<file path="src/rtl/agu_pair_gen_k2_if.sv">
// rtl/agu_pair_gen_k2_if.sv - control and pair bus between the k2 AGU and its consumer
// inv_mode exists only when AGU_INTT_EN is defined.
interface agu_pair_gen_k2_if #(
  parameter int D_WIDTH = 32
);
  logic               start;
  logic               stall;
`ifdef AGU_INTT_EN
  logic               inv_mode;
`endif
  logic [D_WIDTH-1:0] Order_0;
  logic [D_WIDTH-1:0] Order_1;
  logic [D_WIDTH-1:0] l;
  logic               r_enable_k2;
  logic               AGU_done_k2;
  logic               busy;

`ifdef AGU_INTT_EN
  modport master (
    input  start, stall, inv_mode,
    output Order_0, Order_1, l, r_enable_k2, AGU_done_k2, busy
  );
  modport slave (
    output start, stall, inv_mode,
    input  Order_0, Order_1, l, r_enable_k2, AGU_done_k2, busy
  );
`else
  modport master (
    input  start, stall,
    output Order_0, Order_1, l, r_enable_k2, AGU_done_k2, busy
  );
  modport slave (
    output start, stall,
    input  Order_0, Order_1, l, r_enable_k2, AGU_done_k2, busy
  );
`endif
endinterface

</file>
<file path="src/rtl/agu_pair_gen_k2.sv">
// rtl/agu_pair_gen_k2.sv - NTT butterfly index-pair generator feeding the k2 order translator
// AGU_INTT_EN adds inv_mode (reverse stage order); undefined gives forward order only.
module agu_pair_gen_k2 #(
  parameter int D_WIDTH  = 32,
  parameter int DEGREE_W = 16,
  parameter int STAGES   = 16
) (
  input  logic              clk,
  input  logic              rst,
  agu_pair_gen_k2_if.master bus
);

  localparam logic [DEGREE_W-1:0] ONE    = DEGREE_W'(1);
  localparam logic [DEGREE_W-1:0] DW_M1  = DEGREE_W'(DEGREE_W - 1);
  localparam logic [DEGREE_W-1:0] S_LAST = DEGREE_W'(STAGES - 1);
  localparam logic [DEGREE_W-1:0] J_LAST = DEGREE_W'((1 << (DEGREE_W - 1)) - 1);

  typedef enum logic {IDLE, RUN} state_t;

  state_t              state, state_nx;
  logic [DEGREE_W-1:0] s_q, s_nx;
  logic [DEGREE_W-1:0] j_q, j_nx;
  logic                inv_q;
  logic                issue, last_j, last_s;

  logic [DEGREE_W-1:0] shamt, half, lo, hi, pair0, pair1;
  logic [D_WIDTH-1:0]  o0_d, o1_d, l_d;
  logic                en_d, done_d;

`ifdef AGU_INTT_EN
  logic inv_nx;
`else
  assign inv_q = 1'b0;
`endif

  assign issue  = (state == RUN) && !bus.stall;
  assign last_j = (j_q == J_LAST);
  assign last_s = inv_q ? (s_q == '0) : (s_q == S_LAST);

  always_ff @(posedge clk) begin
    if (rst) begin
      state           <= IDLE;
      s_q             <= '0;
      j_q             <= '0;
`ifdef AGU_INTT_EN
      inv_q           <= 1'b0;
`endif
      bus.Order_0     <= '0;
      bus.Order_1     <= '0;
      bus.l           <= '0;
      bus.r_enable_k2 <= 1'b0;
      bus.AGU_done_k2 <= 1'b0;
    end else begin
      state           <= state_nx;
      s_q             <= s_nx;
      j_q             <= j_nx;
`ifdef AGU_INTT_EN
      inv_q           <= inv_nx;
`endif
      bus.Order_0     <= o0_d;
      bus.Order_1     <= o1_d;
      bus.l           <= l_d;
      bus.r_enable_k2 <= en_d;
      bus.AGU_done_k2 <= done_d;
    end
  end

  always_comb begin
    state_nx = state;
    s_nx     = s_q;
    j_nx     = j_q;
`ifdef AGU_INTT_EN
    inv_nx   = inv_q;
`endif
    case (state)
      IDLE: begin
        if (bus.start) begin
          state_nx = RUN;
          j_nx     = '0;
`ifdef AGU_INTT_EN
          inv_nx   = bus.inv_mode;
          s_nx     = bus.inv_mode ? S_LAST : '0;
`else
          s_nx     = '0;
`endif
        end
      end
      RUN: begin
        if (issue) begin
          if (last_j) begin
            j_nx = '0;
            if (last_s) state_nx = IDLE;
            else        s_nx = inv_q ? (s_q - ONE) : (s_q + ONE);
          end else begin
            j_nx = j_q + ONE;
          end
        end
      end
      default: state_nx = IDLE;
    endcase
  end

  // Group index shifted up one extra bit leaves room for the upper half of each butterfly.
  always_comb begin
    shamt  = DW_M1 - s_q;
    half   = ONE << shamt;
    lo     = j_q & (half - ONE);
    hi     = (j_q >> shamt) << (shamt + ONE);
    pair0  = hi | lo;
    pair1  = pair0 + half;
    o0_d   = '0;
    o1_d   = '0;
    l_d    = '0;
    en_d   = 1'b0;
    done_d = 1'b0;
    if (issue) begin
      o0_d   = D_WIDTH'(pair0);
      o1_d   = D_WIDTH'(pair1);
      l_d    = D_WIDTH'(s_q);
      en_d   = 1'b1;
      done_d = last_j && last_s;
    end
  end

  assign bus.busy = (state == RUN);

endmodule
</file>
<file path="src/flat_wrapper.sv">
// flat-port wrapper written by rule: the top's interface ports become plain ports
module agu_pair_gen_k2_flat 
#(
  parameter int D_WIDTH  = 32,
  parameter int DEGREE_W = 16,
  parameter int STAGES   = 16
)
  (clk, rst, bus_start, bus_stall, bus_Order_0, bus_Order_1, bus_l, bus_r_enable_k2, bus_AGU_done_k2, bus_busy);
  agu_pair_gen_k2_if #(.D_WIDTH(D_WIDTH)) bus_i ();
  input  logic clk;
  input  logic rst;
  input wire logic [$bits(bus_i.start)-1:0] bus_start;
  input wire logic [$bits(bus_i.stall)-1:0] bus_stall;
  output wire logic [$bits(bus_i.Order_0)-1:0] bus_Order_0;
  output wire logic [$bits(bus_i.Order_1)-1:0] bus_Order_1;
  output wire logic [$bits(bus_i.l)-1:0] bus_l;
  output wire logic [$bits(bus_i.r_enable_k2)-1:0] bus_r_enable_k2;
  output wire logic [$bits(bus_i.AGU_done_k2)-1:0] bus_AGU_done_k2;
  output wire logic [$bits(bus_i.busy)-1:0] bus_busy;
  assign bus_i.start = bus_start;
  assign bus_i.stall = bus_stall;
  assign bus_Order_0 = bus_i.Order_0;
  assign bus_Order_1 = bus_i.Order_1;
  assign bus_l = bus_i.l;
  assign bus_r_enable_k2 = bus_i.r_enable_k2;
  assign bus_AGU_done_k2 = bus_i.AGU_done_k2;
  assign bus_busy = bus_i.busy;
  agu_pair_gen_k2 #(.D_WIDTH(D_WIDTH), .DEGREE_W(DEGREE_W), .STAGES(STAGES)) u_core (.clk(clk), .rst(rst), .bus(bus_i));
endmodule
</file>
<file path="config.mk">
export PLATFORM = sky130hd
export DESIGN_NAME = agu_pair_gen_k2_flat
export DESIGN_NICKNAME = d
export VERILOG_FILES = /design/src/rtl/agu_pair_gen_k2_if.sv /design/src/rtl/agu_pair_gen_k2.sv /design/src/flat_wrapper.sv
export SDC_FILE = /design/constraint.sdc
export NUM_CORES = 1
export LEC_CHECK = 0
export BUFFER_PORTS_ARGS = -buffer_cell sky130_fd_sc_hd__buf_2
export CORE_MARGIN = 4
export CORE_UTILIZATION = 45
export CTS_BUF_LIST = sky130_fd_sc_hd__clkbuf_16
export DETAILED_ROUTE_END_ITERATION = 7
export PLACE_DENSITY = 0.74
export SLEW_MARGIN = 15
export SYNTH_ARGS = -nofsm -noshare
export SYNTH_HDL_FRONTEND = slang
export SYNTH_SLANG_ARGS = --single-unit
</file>
<file path="constraint.sdc">
create_clock -name clk -period 5.6 [get_ports clk]
set_clock_uncertainty 0.15 [all_clocks]
set_input_delay 0.56 -clock clk [delete_from_list [all_inputs] [get_ports clk]]
set_output_delay 0.56 -clock clk [all_outputs]
set_load 0.02 [all_outputs]
</file>
### Word-level counts from Yosys, hierarchy flattened

Index checks and enable logic that the tools add are counted.

| operators by class | value |
|---|---|
| reduce and logical (&&, ||, !) cells | 6 |
| add/subtract/negate cells | 6 |
| bitwise operators | 4 |
| muxes and demuxes | 14 |
| shifts and indexed selects | 3 |
| equal/unequal tests | 6 |

Operators with widths:

| cell | count |
|---|---|
| 16-bit two-way mux | 6 |
| 16-bit case mux with 2 select lines | 2 |
| 16-bit by 1-bit adder with 16-bit output, second input constant | 3 |
| 16-bit adder | 1 |
| 16-bit AND | 1 |
| 16-bit by 15-bit equality test with 1-bit output, second input constant | 1 |
| 16-bit by 4-bit equality test with 1-bit output, second input constant | 1 |
| 16-bit OR | 1 |
| 1-bit by 16-bit << shifter with 16-bit output, first input constant | 1 |
| 16-bit by 16-bit << shifter with 16-bit output | 1 |
| 16-bit by 16-bit >> shifter with 16-bit output | 1 |
| 16-bit by 1-bit subtractor with 16-bit output, second input constant | 1 |
| 4-bit by 16-bit subtractor with 16-bit output, first input constant | 1 |
| 2-bit != test, second input constant | 4 |
| 1-bit two-way mux | 5 |
| 4-bit AND reduction | 1 |
| 1-bit logical AND | 2 |
| 1-bit inverter | 2 |
| 1-bit case mux with 2 select lines | 1 |
| 2-bit AND reduction | 1 |
| 2-bit OR reduction | 1 |
| 1-bit zero test | 1 |

| word-level totals | value |
|---|---|
| register bits | 131 |
| logic and storage cells | 50 |
| output and inout port bits | 99 |

### Logic depth before layout (Yosys ltp)

Gate-level depths: netlist of run 1.

| depth | value |
|---|---|
| word-level depth | 6 |
| mapped depth | 28 |
| mapped depth without buffers | 24 |

### Worst setup path before layout of run 1

OpenSTA, ideal clock, no wires.

| timing path | value |
|---|---|
| path type | register to register |
| start point | register u_core.s_q[0] |
| end point | register u_core.bus.Order_1[12] |
| stages on the path, launching flop included | 25 |
| required time | 5.330 ns |
| slack | -0.020 ns |
| buffers on the path | 4 |
| clock period less this slack | 5.620 ns |
| setup time | 0.120 ns |
| arrival | 5.350 ns |
| cell sequence | dfxtp_1 buf_2 inv_1 buf_2 buf_1 ha_1 clkbuf_1 nor4bb_1 nand4_1 nor3b_1 nor3_1 nand4_1 a2111oi_2 mux2i_1 or4_1 o211ai_1 ha_1 a21oi_1 inv_1 a21oi_1 o2111a_1 a311oi_2 a31oi_1 nor4_1 a211o_1 |

| on the way | value |
|---|---|
| cells in the longest elaborated chain, start to end | 6 |

RTL lines:

| element | line | RTL |
|---|---|---|
| start, declared | agu_pair_gen_k2.sv:21 | `logic [DEGREE_W-1:0] s_q, s_nx;` |
| start signal, assigned | agu_pair_gen_k2.sv:55 | `s_q <= s_nx;` |
| 4-bit by 16-bit subtractor with 16-bit output (*) | agu_pair_gen_k2.sv:105 | `shamt = DW_M1 - s_q;` |
| parallel branches: the longest is 3 deep, another holds 16-bit by 1-bit adder with 16-bit output | - |  |
| 16-bit OR (*) | agu_pair_gen_k2.sv:109 | `pair0 = hi \| lo;` |
| via u_core.pair0[3] | agu_pair_gen_k2.sv:26 | `logic [DEGREE_W-1:0] shamt, half, lo, hi, pair0, pair1;` |
| 16-bit adder (*) | agu_pair_gen_k2.sv:110 | `pair1 = pair0 + half;` |
| end signal, assigned | agu_pair_gen_k2.sv:49 | `bus.Order_1 <= '0;` |
| end signal, assigned | agu_pair_gen_k2.sv:61 | `bus.Order_1 <= o1_d;` |
| end, declared | agu_pair_gen_k2_if.sv:30 | `output Order_0, Order_1, l, r_enable_k2, AGU_done_k2, busy` |

Mark *: on every way through the listed nets, which the timed path passes.
A chain may end at the register's enable or synchronous reset.

### Final worst setup path of run 1

| timing path | value |
|---|---|
| start point | register u_core.s_q[6] |
| end point | register u_core.bus.Order_1[13] |

The elaborated chain is that of the path after synthesis.

==> flow_summary.json, run 1 <==
{
  "synth_adder_area_share_pct": 4.263,
  "grt_usage_pct": 23.25,
  "cp.required_ns": 5.73,
  "design_area_sq_um": 7253,
  "fin_crit_ns": 5.299,
  "yosys_warnings": 0,
  "netlist_area_sq_um": 6574,
  "r2r_slack_ns": 0.30,
  "drt-total-wl_microns": 19500,
  "post_synth.cell_area_avg_sq_um": 7.662,
  "cp_slowest_cell": "or4_4",
  "critPathMaxFanout": 4,
  "ctsLongestPathBuffers": 2,
  "grt_max_degree": 36,
  "maxSlewHeadroom_pct": 50.34,
  "ys_seq_area_share_pct": 25.28,
  "hold_start": "rst",
  "drv_cap": 0,
  "final_util_pct": 51.46,
  "ir_drop_uv": 122.2,
  "cp-start-kind": "flip-flop",
  "worstSetupEndpointType": "flip-flop",
  "reg2reg_depth": 21,
  "port_buffers": 54,
  "diodes": 0,
  "grt_pass1_wl_microns": 30990,
  "globalplace.congestion": 0.9710,
  "synth_edf_count": 0,
  "p_leak_nw": 3.033,
  "clk_pin_slew_worst_paths_ns": 0.07,
  "hold_class": "in2reg",
  "dp_cells": 1059,
  "wl_per_cell_microns": 18.13,
  "synth-seq-cells": 83,
  "die_area_sq_um": 16610,
  "drt_iter0_markers": 696,
  "period_share_pct": 94.62,
  "slowest_delay_ns": 0.54,
  "setup_viol": 0,
  "worst_pin_slew_ns": 0.7356,
  "hold_violations": 0,
  "netlist_instances": 858,
  "min_to": "u_core.j_q[13]$_SDFFE_PP0P_",
  "critPathArrivalTime_ns": 5.43,
  "path_cells": "or4_4 > or4_1 > a211o_1 > a22oi_4 > and2_1 > nand2_1 > or3_1 > ha_2 > o22ai_1 > ha_1 > a21o_1 > a21oi_1 > o21bai_1 > a21oi_1 > nand2_1 > a21oi_1 > a41oi_2 > nand3_2 > nand2_1 > a31oi_1 > mux2i_1",
  "worst-setup-path-type": "reg2reg",
  "async_reset_ff_share_pct": 0,
  "cts_root_buf": "clkbuf_16",
  "rsz0062_at_grt": "no",
  "synth_flop_cell": "dfxtp_1",
  "clk-insertion-delay-late_ns": 0.35,
  "report.final.slew_viol_count": 0,
  "drt_pass1_iterations": 5,
  "r2r_start": "u_core.s_q[6]$_SDFFE_PP0P_",
  "via_per_inst": 5.945,
  "gr-total-overflow": 0,
  "final_cells": 1076,
  "yosys.area_share.simple_pct": 28.38,
  "rows": 43,
  "grt_pass1_vias": 5734,
  "routed-via-count": 6397,
  "layout-drive-gt1-share_pct": 16.85,
  "fin_tns_setup_ns": 0,
  "dpl_cell_area_sq_um": 6878,
  "cts_buffers": 9,
  "r2r_end": "u_core.bus.Order_1[13]$_SDFF_PP0_",
  "worst_hold_slack_ns": 0.3778,
  "hold_depth": 2,
  "synth-compound-area-share_pct": 18.16,
  "antenna_found_initial": 0,
  "synthXorXnorAreaFrac_pct": 5.862,
  "synth_top_family_by_area": "simple AND/OR/NAND/NOR gates",
  "outcome": "complete, no violations",
  "ios": 103,
  "fillCellCount": 1384,
  "fp.dieH_microns": 128.9,
  "synthMuxAreaShare_pct": 7.461,
  "nNetsFinal": 916,
  "fmax_mhz": 188.7,
  "drc": 0,
  "final_antenna_net_count": 0,
  "dp_hpwl_microns": 14370,
  "htreeDepth": 3,
  "core_area_sq_um": 14100,
  "powerDensity_nw_per_um2": 166.5,
  "initial_utilization_pct": 46.64,
  "cts_tree": "done",
  "cts_sinks": 83,
  "synth_cell_type_count": 79,
  "area_growth_pct": 10.34,
  "die_w_microns": 128.9
}
## cells in the final DEF (no fill, tap or decap), drive strengths merged, types with 19 or more instances in the layout
cell | Yosys | layout
nor2 | 97 | 97
buf | 65 | 87
dfxtp | 83 | 83
nand2 | 73 | 73
conb | 1 | 48
o21ai | 37 | 37
a21oi | 36 | 36
nor3 | 30 | 30
and2 | 28 | 28
nand3 | 27 | 27
xor2 | 26 | 26
inv | 19 | 22
ha | 20 | 20
nand4 | 19 | 19
## kinds of logic after synthesis
| group | Yosys count |
|---|---|
| adder cells (fa/ha/maj) | 22 |
| XOR/XNOR | 44 |
| other | 1 |
| AO/OA/AOI/OAI | 174 |
| AND/OR/NAND/NOR | 365 |
| flip-flops | 83 |
| buffers and inverters | 133 |
| multiplexers | 36 |
## synth_stat cells (3+ instances only)
cell type | number | area share (%)
nor2_1 | 97 | 5.5
dfxtp_1 | 83 | 25
nand2_1 | 72 | 4.1
buf_4 | 48 | 5.5
clkbuf_1 | 46 | 2.6
a21oi_1 | 36 | 2.7
o21ai_0 | 34 | 2.6
nor3_1 | 30 | 2.3
and2_1 | 28 | 2.7
nand3_1 | 26 | 2.0
xor2_1 | 26 | 3.5
ha_1 | 20 | 3.8
inv_1 | 19 | 1.1
nand4_1 | 19 | 1.8
xnor2_1 | 18 | 2.4
a31oi_1 | 17 | 1.6
nor4_1 | 15 | 1.4
mux2_2 | 14 | 2.4
mux2i_1 | 13 | 2.0
nand2b_1 | 13 | 1.2
and3_1 | 11 | 1.0
buf_2 | 10 | 0.76
nor2b_1 | 10 | 0.95
or3_1 | 10 | 0.95
mux4_2 | 9 | 3.1
o22ai_1 | 8 | 0.76
a211oi_1 | 7 | 0.80
a22oi_1 | 7 | 0.80
buf_1 | 7 | 0.40
a21o_1 | 6 | 0.69
and3b_1 | 5 | 0.67
o211ai_1 | 5 | 0.57
a211o_1 | 4 | 0.53
a22o_1 | 4 | 0.53
and4_1 | 4 | 0.53
o2bb2ai_1 | 4 | 0.53
or4_1 | 4 | 0.46
nand3b_1 | 3 | 0.34
nor4b_1 | 3 | 0.40
o21a_1 | 3 | 0.34
o21ai_1 | 3 | 0.23
o311ai_0 | 3 | 0.40
or2_2 | 3 | 0.29
## metrics by stage
step                power [mW]  setup WS [ns]
finish                   1.208         0.3014
global placement        0.6589         0.2836
CTS                      1.223        0.09712
detailed placement      0.6589         0.1206
floorplan               0.6763        0.05068
global route             1.252       0.006466
## sequential cells by signal, indices dropped and copies added, names as in the netlist
register and cells:
u_core.bus.AGU_done_k2 1, u_core.s_q 16, u_core.j_q 16, u_core.bus.busy 1, u_core.bus.l 16, u_core.bus.r_enable_k2 1
u_core.bus.Order_0 16, u_core.bus.Order_1 16
## critical path, delay by kind of cell (launching register included)
kind / cells / cell delay, ns
AOI/OAI and AO/OA: 10 / 2.05
adders and majority gates: 2 / 0.60
DFF: 1 / 0.31
muxes: 1 / 0.20
and+or+nand+nor: 8 / 1.91
## report_power, final
part / internal [mW] / total, mW / leakage, nW / switching [mW]
logic: 0.00586 / 0.0527 / 2.23 / 0.0468
registers: 0.592 / 0.594 / 0.669 / 0.00182
clock network: 0.303 / 0.562 / 0.134 / 0.258
total: 0.901 / 1.21 / 3.03 / 0.307
## worst max path at each step
stage                                           from                                 to  slack, ns  cells after the start
after CTS                 u_core.s_q[6]$_SDFFE_PP0P_  u_core.bus.Order_1[12]$_SDFF_PP0_        0.1                     19
after detailed placement  u_core.s_q[5]$_SDFFE_PP0P_  u_core.bus.Order_1[12]$_SDFF_PP0_       0.12                     20
after global routing      u_core.s_q[6]$_SDFFE_PP0P_  u_core.bus.Order_1[14]$_SDFF_PP0_      0.006                     19
final                     u_core.s_q[6]$_SDFFE_PP0P_  u_core.bus.Order_1[13]$_SDFF_PP0_       0.30                     21
after floorplan           u_core.s_q[4]$_SDFFE_PP0P_  u_core.bus.Order_1[12]$_SDFF_PP0_       0.05                     26
after global placement    u_core.s_q[6]$_SDFFE_PP0P_  u_core.bus.Order_1[12]$_SDFF_PP0_       0.28                     19
## repair_timing
item	in CTS	in global routing
endpoints found under the setup margin	0	8
hold buffers	0	0
gates resized for setup	0	16
buffers inserted	0	1
## layout make-up
class	count	area, sq um	share of cell area [%]
Clock buffer	9	225.2	3.105
Timing Repair Buffer	87	518.0	7.142
Clock inverter	7	53.80	0.7418
Tap cell	180	225.2	3.105
Multi-Input combinational cell	689	4491	61.91
Inverter	21	78.83	1.087
Sequential cell	83	1662	22.91
## per-layer routing
metal,vias up,global-route usage [%],part of all wire [%]
met1,3007,34.36,45
li1,3047,-,-
met3,30,4.815,9.7
met2,313,33.96,43
met4,0,6.918,1.8
met5,-,0,0
Power figures use the tool's default switching activity.
==> run 2, diff against run 1 <==
Settings changed: MAX_ROUTING_LAYER set to met4.
==> run 2 against run 1 <==
Against the previous run:
- register-to-register slack got worse by 0.06 ns
- final cell count rose by 0.28%
- wire length rose by 0.26%
- worst hold slack barely moved
- largest cell class unchanged
- critical path type unchanged
- via count rose by 0.27%
- combinational power barely moved
==> flow_summary.json, run 2 (synthesis results as in run 1) <==
{
  "wl_per_cell_microns": 18.12,
  "setup_viol": 0,
  "clock_power_share_pct": 47.1,
  "fin_crit_ns": 5.360,
  "path_cells": "or4_4 > or4_1 > a211o_1 > a22oi_4 > and2_1 > nand2_1 > or3_1 > ha_2 > xor2_1 > nand2_1 > o21ai_0 > ha_1 > a21o_1 > a21oi_2 > inv_1 > a21oi_1 > o2111a_1 > a311oi_4 > a31oi_4 > nor4_1 > a211o_1",
  "outcome": "complete, no violations",
  "dp_hpwl_microns": 14470,
  "drv_cap": 0,
  "grt_max_degree": 34,
  "die_w_microns": 128.9,
  "ir_drop_uv": 146.5,
  "rows": 43,
  "drc": 0,
  "hold_class": "in2reg",
  "cts_sinks": 83,
  "powerDensity_nw_per_um2": 167.4,
  "dpl_cell_area_sq_um": 6878,
  "top_usage_layer": "met1",
  "drt_pass1_iterations": 5,
  "nNetsFinal": 918,
  "layout-drive-gt1-share_pct": 17.04,
  "drt_iter0_markers": 851,
  "clk-insertion-delay-late_ns": 0.36,
  "critPathArrivalTime_ns": 5.46,
  "ios": 103,
  "slowest_delay_ns": 0.55,
  "design_area_sq_um": 7302,
  "final_common_cell": "nor2_1",
  "met1_usage_pct": 34.76,
  "cts_tree": "done",
  "fmax_mhz": 186.6,
  "p_int_mw": 0.9051,
  "grt_pass1_vias": 5617,
  "clk_pin_slew_worst_paths_ns": 0.07,
  "ctsLongestPathBuffers": 2,
  "period_share_pct": 95.71,
  "cp_slowest_cell": "or4_4",
  "fillCellCount": 1372,
  "hold_violations": 0,
  "worst_pin_slew_ns": 0.9096,
  "fin_tns_setup_ns": 0,
  "globalRouteMet2Util_pct": 32.77,
  "cp-start-kind": "flip-flop",
  "antenna_found_initial": 0,
  "cp_top_family": "compound AO/OA/AOI/OAI gates",
  "fp.dieH_microns": 128.9,
  "swShare_pct": 25.93,
  "worstSetupEndpointType": "flip-flop",
  "initial_utilization_pct": 46.64,
  "pwr-share-seq_pct": 48.6,
  "grt_pass1_wl_microns": 30530,
  "core_area_sq_um": 14100,
  "port_buffers": 54,
  "final_antenna_net_count": 0,
  "power.switching_mw": 0.3169,
  "die_area_sq_um": 16610,
  "cts_buffers": 9,
  "via_per_inst": 5.944,
  "globalRouteMet3Util_pct": 4.525,
  "gr-total-overflow": 0,
  "report.final.slew_viol_count": 0,
  "final_util_pct": 51.80,
  "crit_buf_inv": 1,
  "globalplace.congestion": 1.002,
  "power_frac_comb_pct": 4.3,
  "mostFrequentLayoutCells": "nor2_1 (97), dfxtp_1 (83), nand2_1 (71)",
  "cts_root_buf": "clkbuf_16",
  "worst-setup-path-type": "reg2reg",
  "p_leak_nw": 3.060,
  "critPathMaxFanout": 9,
  "hold_buffers": 0,
  "drt-total-wl_microns": 19560,
  "htreeDepth": 3,
  "routed-via-count": 6414,
  "maxSlewHeadroom_pct": 38.57,
  "area_growth_pct": 11.08,
  "rsz0062_at_grt": "yes",
  "cp.required_ns": 5.70,
  "grt_usage_pct": 23.79
}
-- run 2: cell count changes in the layout (fill, tap and decap cells not counted), moves of 2 or more --
cell	before	now
nor3_1	27	30
clkinv_4	2	0
buf_4	33	35
inv_6	2	5
nor3_2	2	0
a21oi_2	1	3
a21oi_1	35	33
-- run 2: area by class of cell --
class                      instances  area (sq um)  area share (%)
antenna                            1         2.502         0.03427
clock buffer                       9         225.2           3.084
clock inverter                     7         56.30          0.7711
inverter                          21         78.83           1.080
multi-input combinational        689          4519           61.89
sequential                        83          1662           22.76
tap                              180         225.2           3.084
timing repair buffer              89         533.0           7.300
-- run 2: worst paths after layout --
| check | from | endpoint | slack, ns | cells after the start |
|---|---|---|---|---|
| setup / recovery | u_core.s_q[6]$_SDFFE_PP0P_ | u_core.bus.Order_1[12]$_SDFF_PP0_ | 0.24 | 21 |
| setup reg to reg | u_core.s_q[6]$_SDFFE_PP0P_ | u_core.bus.Order_1[12]$_SDFF_PP0_ | 0.24 | 21 |
| hold reg to reg | u_core.s_q[9]$_SDFFE_PP0P_ | u_core.bus.l[9]$_SDFF_PP0_ | 0.40 | 1 |
| hold / removal | bus_start | u_core.bus.busy$_SDFF_PP0_ | 0.38 | 3 |
-- run 2: metrics by stage --
| step | instances | setup slack (ns) | power [mW] | hold slack, ns |
|---|---|---|---|---|
| 2_1_floorplan | 905 | 0.05068 | 0.6763 | 0.3529 |
| 3_3_place_gp | 1059 | 0.2097 | 0.6590 | 0.3790 |
| 3_5_place_dp | 1059 | 0.06637 | 0.6591 | 0.3887 |
| 4_1_cts | 1075 | 0.01882 | 1.232 | 0.3806 |
| 5_1_grt | 1078 | -0.03216 | 1.259 | 0.3946 |
| 6_report | 1079 | 0.2402 | 1.222 | 0.3782 |
-- run 2: repair_timing --
action / in CTS / in global routing
resized for setup: 0 / 18
endpoints found under the hold margin: 0 / 0
setup endpoints to repair: 0 / 7
buffers inserted: 0 / 3
-- run 2: worst min-delay path: cells and delay by family --
| kind | cells | cell delay [ns] |
|---|---|---|
| buffers and inverters | 1 | 0.09 |
| AND/OR/NAND/NOR | 2 | 0.19 |
-- run 2: layer usage --
| layer | wire length [microns] | vias to the layer above |
|---|---|---|
| met5 | 0 | - |
| li1 | - | 3053 |
| met1 | 8856 | 3005 |
| met3 | 1990 | 36 |
| met4 | 396 | 0 |
| met2 | 8311 | 320 |
-- run 2: power by group through the flow --
stage	logic (mW)	registers [mW]	clock network, mW
after detailed placement	0.0521	0.607	0
after global placement	0.0520	0.607	0
final	0.0528	0.594	0.576
after CTS	0.0522	0.593	0.586
after global routing	0.0572	0.593	0.609
after floorplan	0.0685	0.608	0
==> run 3, diff against run 2 <==
Settings changed: PLACE_DENSITY 0.74 to 0.72, SLEW_MARGIN 15 to unset.
Clock period 5.6 ns to 5.2 ns, I/O delays scaled along.
==> run 3 against run 2 <==
Against the previous run:
- the flow now finishes with violations (negative setup slack)
- combinational power up 6.6%
- wire length down 0.17%
- sequential share of layout area shrank 0.67 points
- clock power up 13%
- worst hold slack worse by 0.049 ns
- critical endpoint is now u_core.bus.Order_1[9]$_SDFF_PP0_
==> flow_summary.json, run 3 (synthesis results as in run 1) <==
{
  "fillCellCount": 1385,
  "pre_cts_ws_ns": 0.01979,
  "diodes": 0,
  "path_cells": "or4_4 > or4_4 > a211o_1 > a22oi_4 > and2_4 > nand2_2 > or3_1 > ha_2 > o22ai_2 > ha_1 > a21o_1 > a21oi_1 > o21bai_1 > a21oi_2 > nand2_1 > a21oi_2 > a41oi_4 > buf_4 > a31oi_1 > xor2_1 > nor2_1",
  "final_common_cell": "nor2_1",
  "violations": "negative setup slack",
  "multi_input_area_sq_um": 4549,
  "dp_hpwl_microns": 14160,
  "worst_pin_slew_ns": 0.8913,
  "drv_cap": 0,
  "cts_tree": "done",
  "grt_usage_pct": 23.69,
  "grt_max_degree": 41,
  "clk_pin_slew_worst_paths_ns": 0.07,
  "fin_ws_ns": -0.03689,
  "initial_utilization_pct": 46.64,
  "cp-start-kind": "flip-flop",
  "globalRouteMet3Util_pct": 5.729,
  "drt_pass1_iterations": 6,
  "layout-drive-gt1-share_pct": 20.30,
  "hold_depth": 3,
  "report.final.slew_viol_count": 0,
  "setup_viol": 1,
  "hold_violations": 0,
  "area_growth_pct": 14.45,
  "ios": 103,
  "antenna_found_initial": 0,
  "port_buffers": 54,
  "routed-via-count": 6501,
  "worst-setup-path-type": "reg2reg",
  "globalplace.congestion": 1.026,
  "rows": 43,
  "outcome": "finished, violations left",
  "maxSlewHeadroom_pct": 40.38,
  "core_area_sq_um": 14100,
  "ctsLongestPathBuffers": 2,
  "mostFrequentLayoutCells": "nor2_1 (96), dfxtp_1 (83), nand2_1 (70)",
  "via_per_inst": 5.905,
  "critPathArrivalTime_ns": 5.32,
  "cts_sinks": 83,
  "met1_usage_pct": 32.02,
  "regArea_sq_um": 1662,
  "fmax_mhz": 191.0,
  "grt_pass1_vias": 5735,
  "critPathMaxFanout": 7,
  "cts_root_buf": "clkbuf_16",
  "htreeDepth": 3,
  "fp.dieH_microns": 128.9,
  "fin_crit_ns": 5.237,
  "cp.required_ns": 5.28,
  "cts_buffers": 9,
  "cp_slowest_cell": "or4_4",
  "period_share_pct": 100.7,
  "clk-insertion-delay-late_ns": 0.36,
  "r2r_slack_ns": -0.04,
  "ir_drop_uv": 128.1,
  "die_area_sq_um": 16610,
  "grt_pass1_wl_microns": 30260,
  "worstSetupEndpointType": "flip-flop",
  "slowest_delay_ns": 0.53,
  "hold_buffers": 0,
  "p_leak_nw": 3.181,
  "nNetsFinal": 941,
  "drc": 0,
  "wl_per_cell_microns": 17.73,
  "cp_top_family": "compound AO/OA/AOI/OAI gates",
  "reg2reg_depth": 21,
  "globalRouteMet2Util_pct": 33.78,
  "top_usage_layer": "met2",
  "powerDensity_nw_per_um2": 179.0,
  "cp.depth": 21,
  "rsz0062_at_grt": "yes",
  "final_util_pct": 53.37,
  "crit_buf_inv": 1,
  "final_antenna_net_count": 0,
  "drt-total-wl_microns": 19520,
  "drt_iter0_markers": 757,
  "gr-total-overflow": 0,
  "die_w_microns": 128.9,
  "hold_class": "in2reg"
}
## run 3: worst paths after layout
path                                            startpoint                          endpoint
worst max-delay path            u_core.s_q[6]$_SDFFE_PP0P_  u_core.bus.Order_1[9]$_SDFF_PP0_
worst min-delay path                             bus_start        u_core.bus.busy$_SDFF_PP0_
worst min register to register  u_core.bus.busy$_SDFF_PP0_       u_core.j_q[14]$_SDFFE_PP0P_
worst max register to register  u_core.s_q[6]$_SDFFE_PP0P_  u_core.bus.Order_1[9]$_SDFF_PP0_
## run 3: worst register-to-register path, stage by stage, from the launching register on
cell,delay (ns)
dfxtp_1,0.31
or4_4,0.53
or4_4,0.42
a211o_1,0.36
a22oi_4,0.30
and2_4,0.21
nand2_2,0.05
or3_1,0.34
ha_2,0.29
o22ai_2,0.22
ha_1,0.28
a21o_1,0.18
a21oi_1,0.20
o21bai_1,0.12
a21oi_2,0.15
nand2_1,0.11
a21oi_2,0.24
a41oi_4,0.06
buf_4,0.18
a31oi_1,0.19
xor2_1,0.17
nor2_1,0.06
## run 3: repair_timing
action / 4_1_cts / 5_1_grt
endpoints found under the setup margin: 2 / 9
gates resized for setup: 1 / 21
pin swaps: 3 / 17
buffers inserted: 1 / 7
## run 3: area by class of cell
type                    count  area share (%)
clock buffers               9           2.994
clock inverters             7           1.014
inverters                  21           1.064
multi-input cells         689           60.47
flip-flops and latches     83           22.09
well taps                 180           2.994
repair buffers            112           9.380
## run 3: metrics by stage
stage,power (mW),instance area (sq um),cells,TNS [ns],hold WS [ns]
floorplan,0.7283,6825,905,0,0.3529
global placement,0.7091,7052,1077,0,0.3915
detailed placement,0.7092,7052,1077,0,0.3947
CTS,1.359,7367,1094,0,0.3293
global route,1.388,7523,1101,-1.704,0.3637
finish,1.347,7523,1101,-0.03689,0.3295
## run 3: metal layers
layer,up-vias,wire length (microns)
li1,3112,-
met1,3003,8579
met2,339,8506
met3,47,1969
met4,0,465
met5,-,0
## run 3: power breakdown
part	leakage, nW	total [mW]	internal (mW)	switching, mW
registers	0.669	0.639	0.637	0.00208
logic	2.37	0.0563	0.00640	0.0499
clock network	0.142	0.651	0.375	0.276
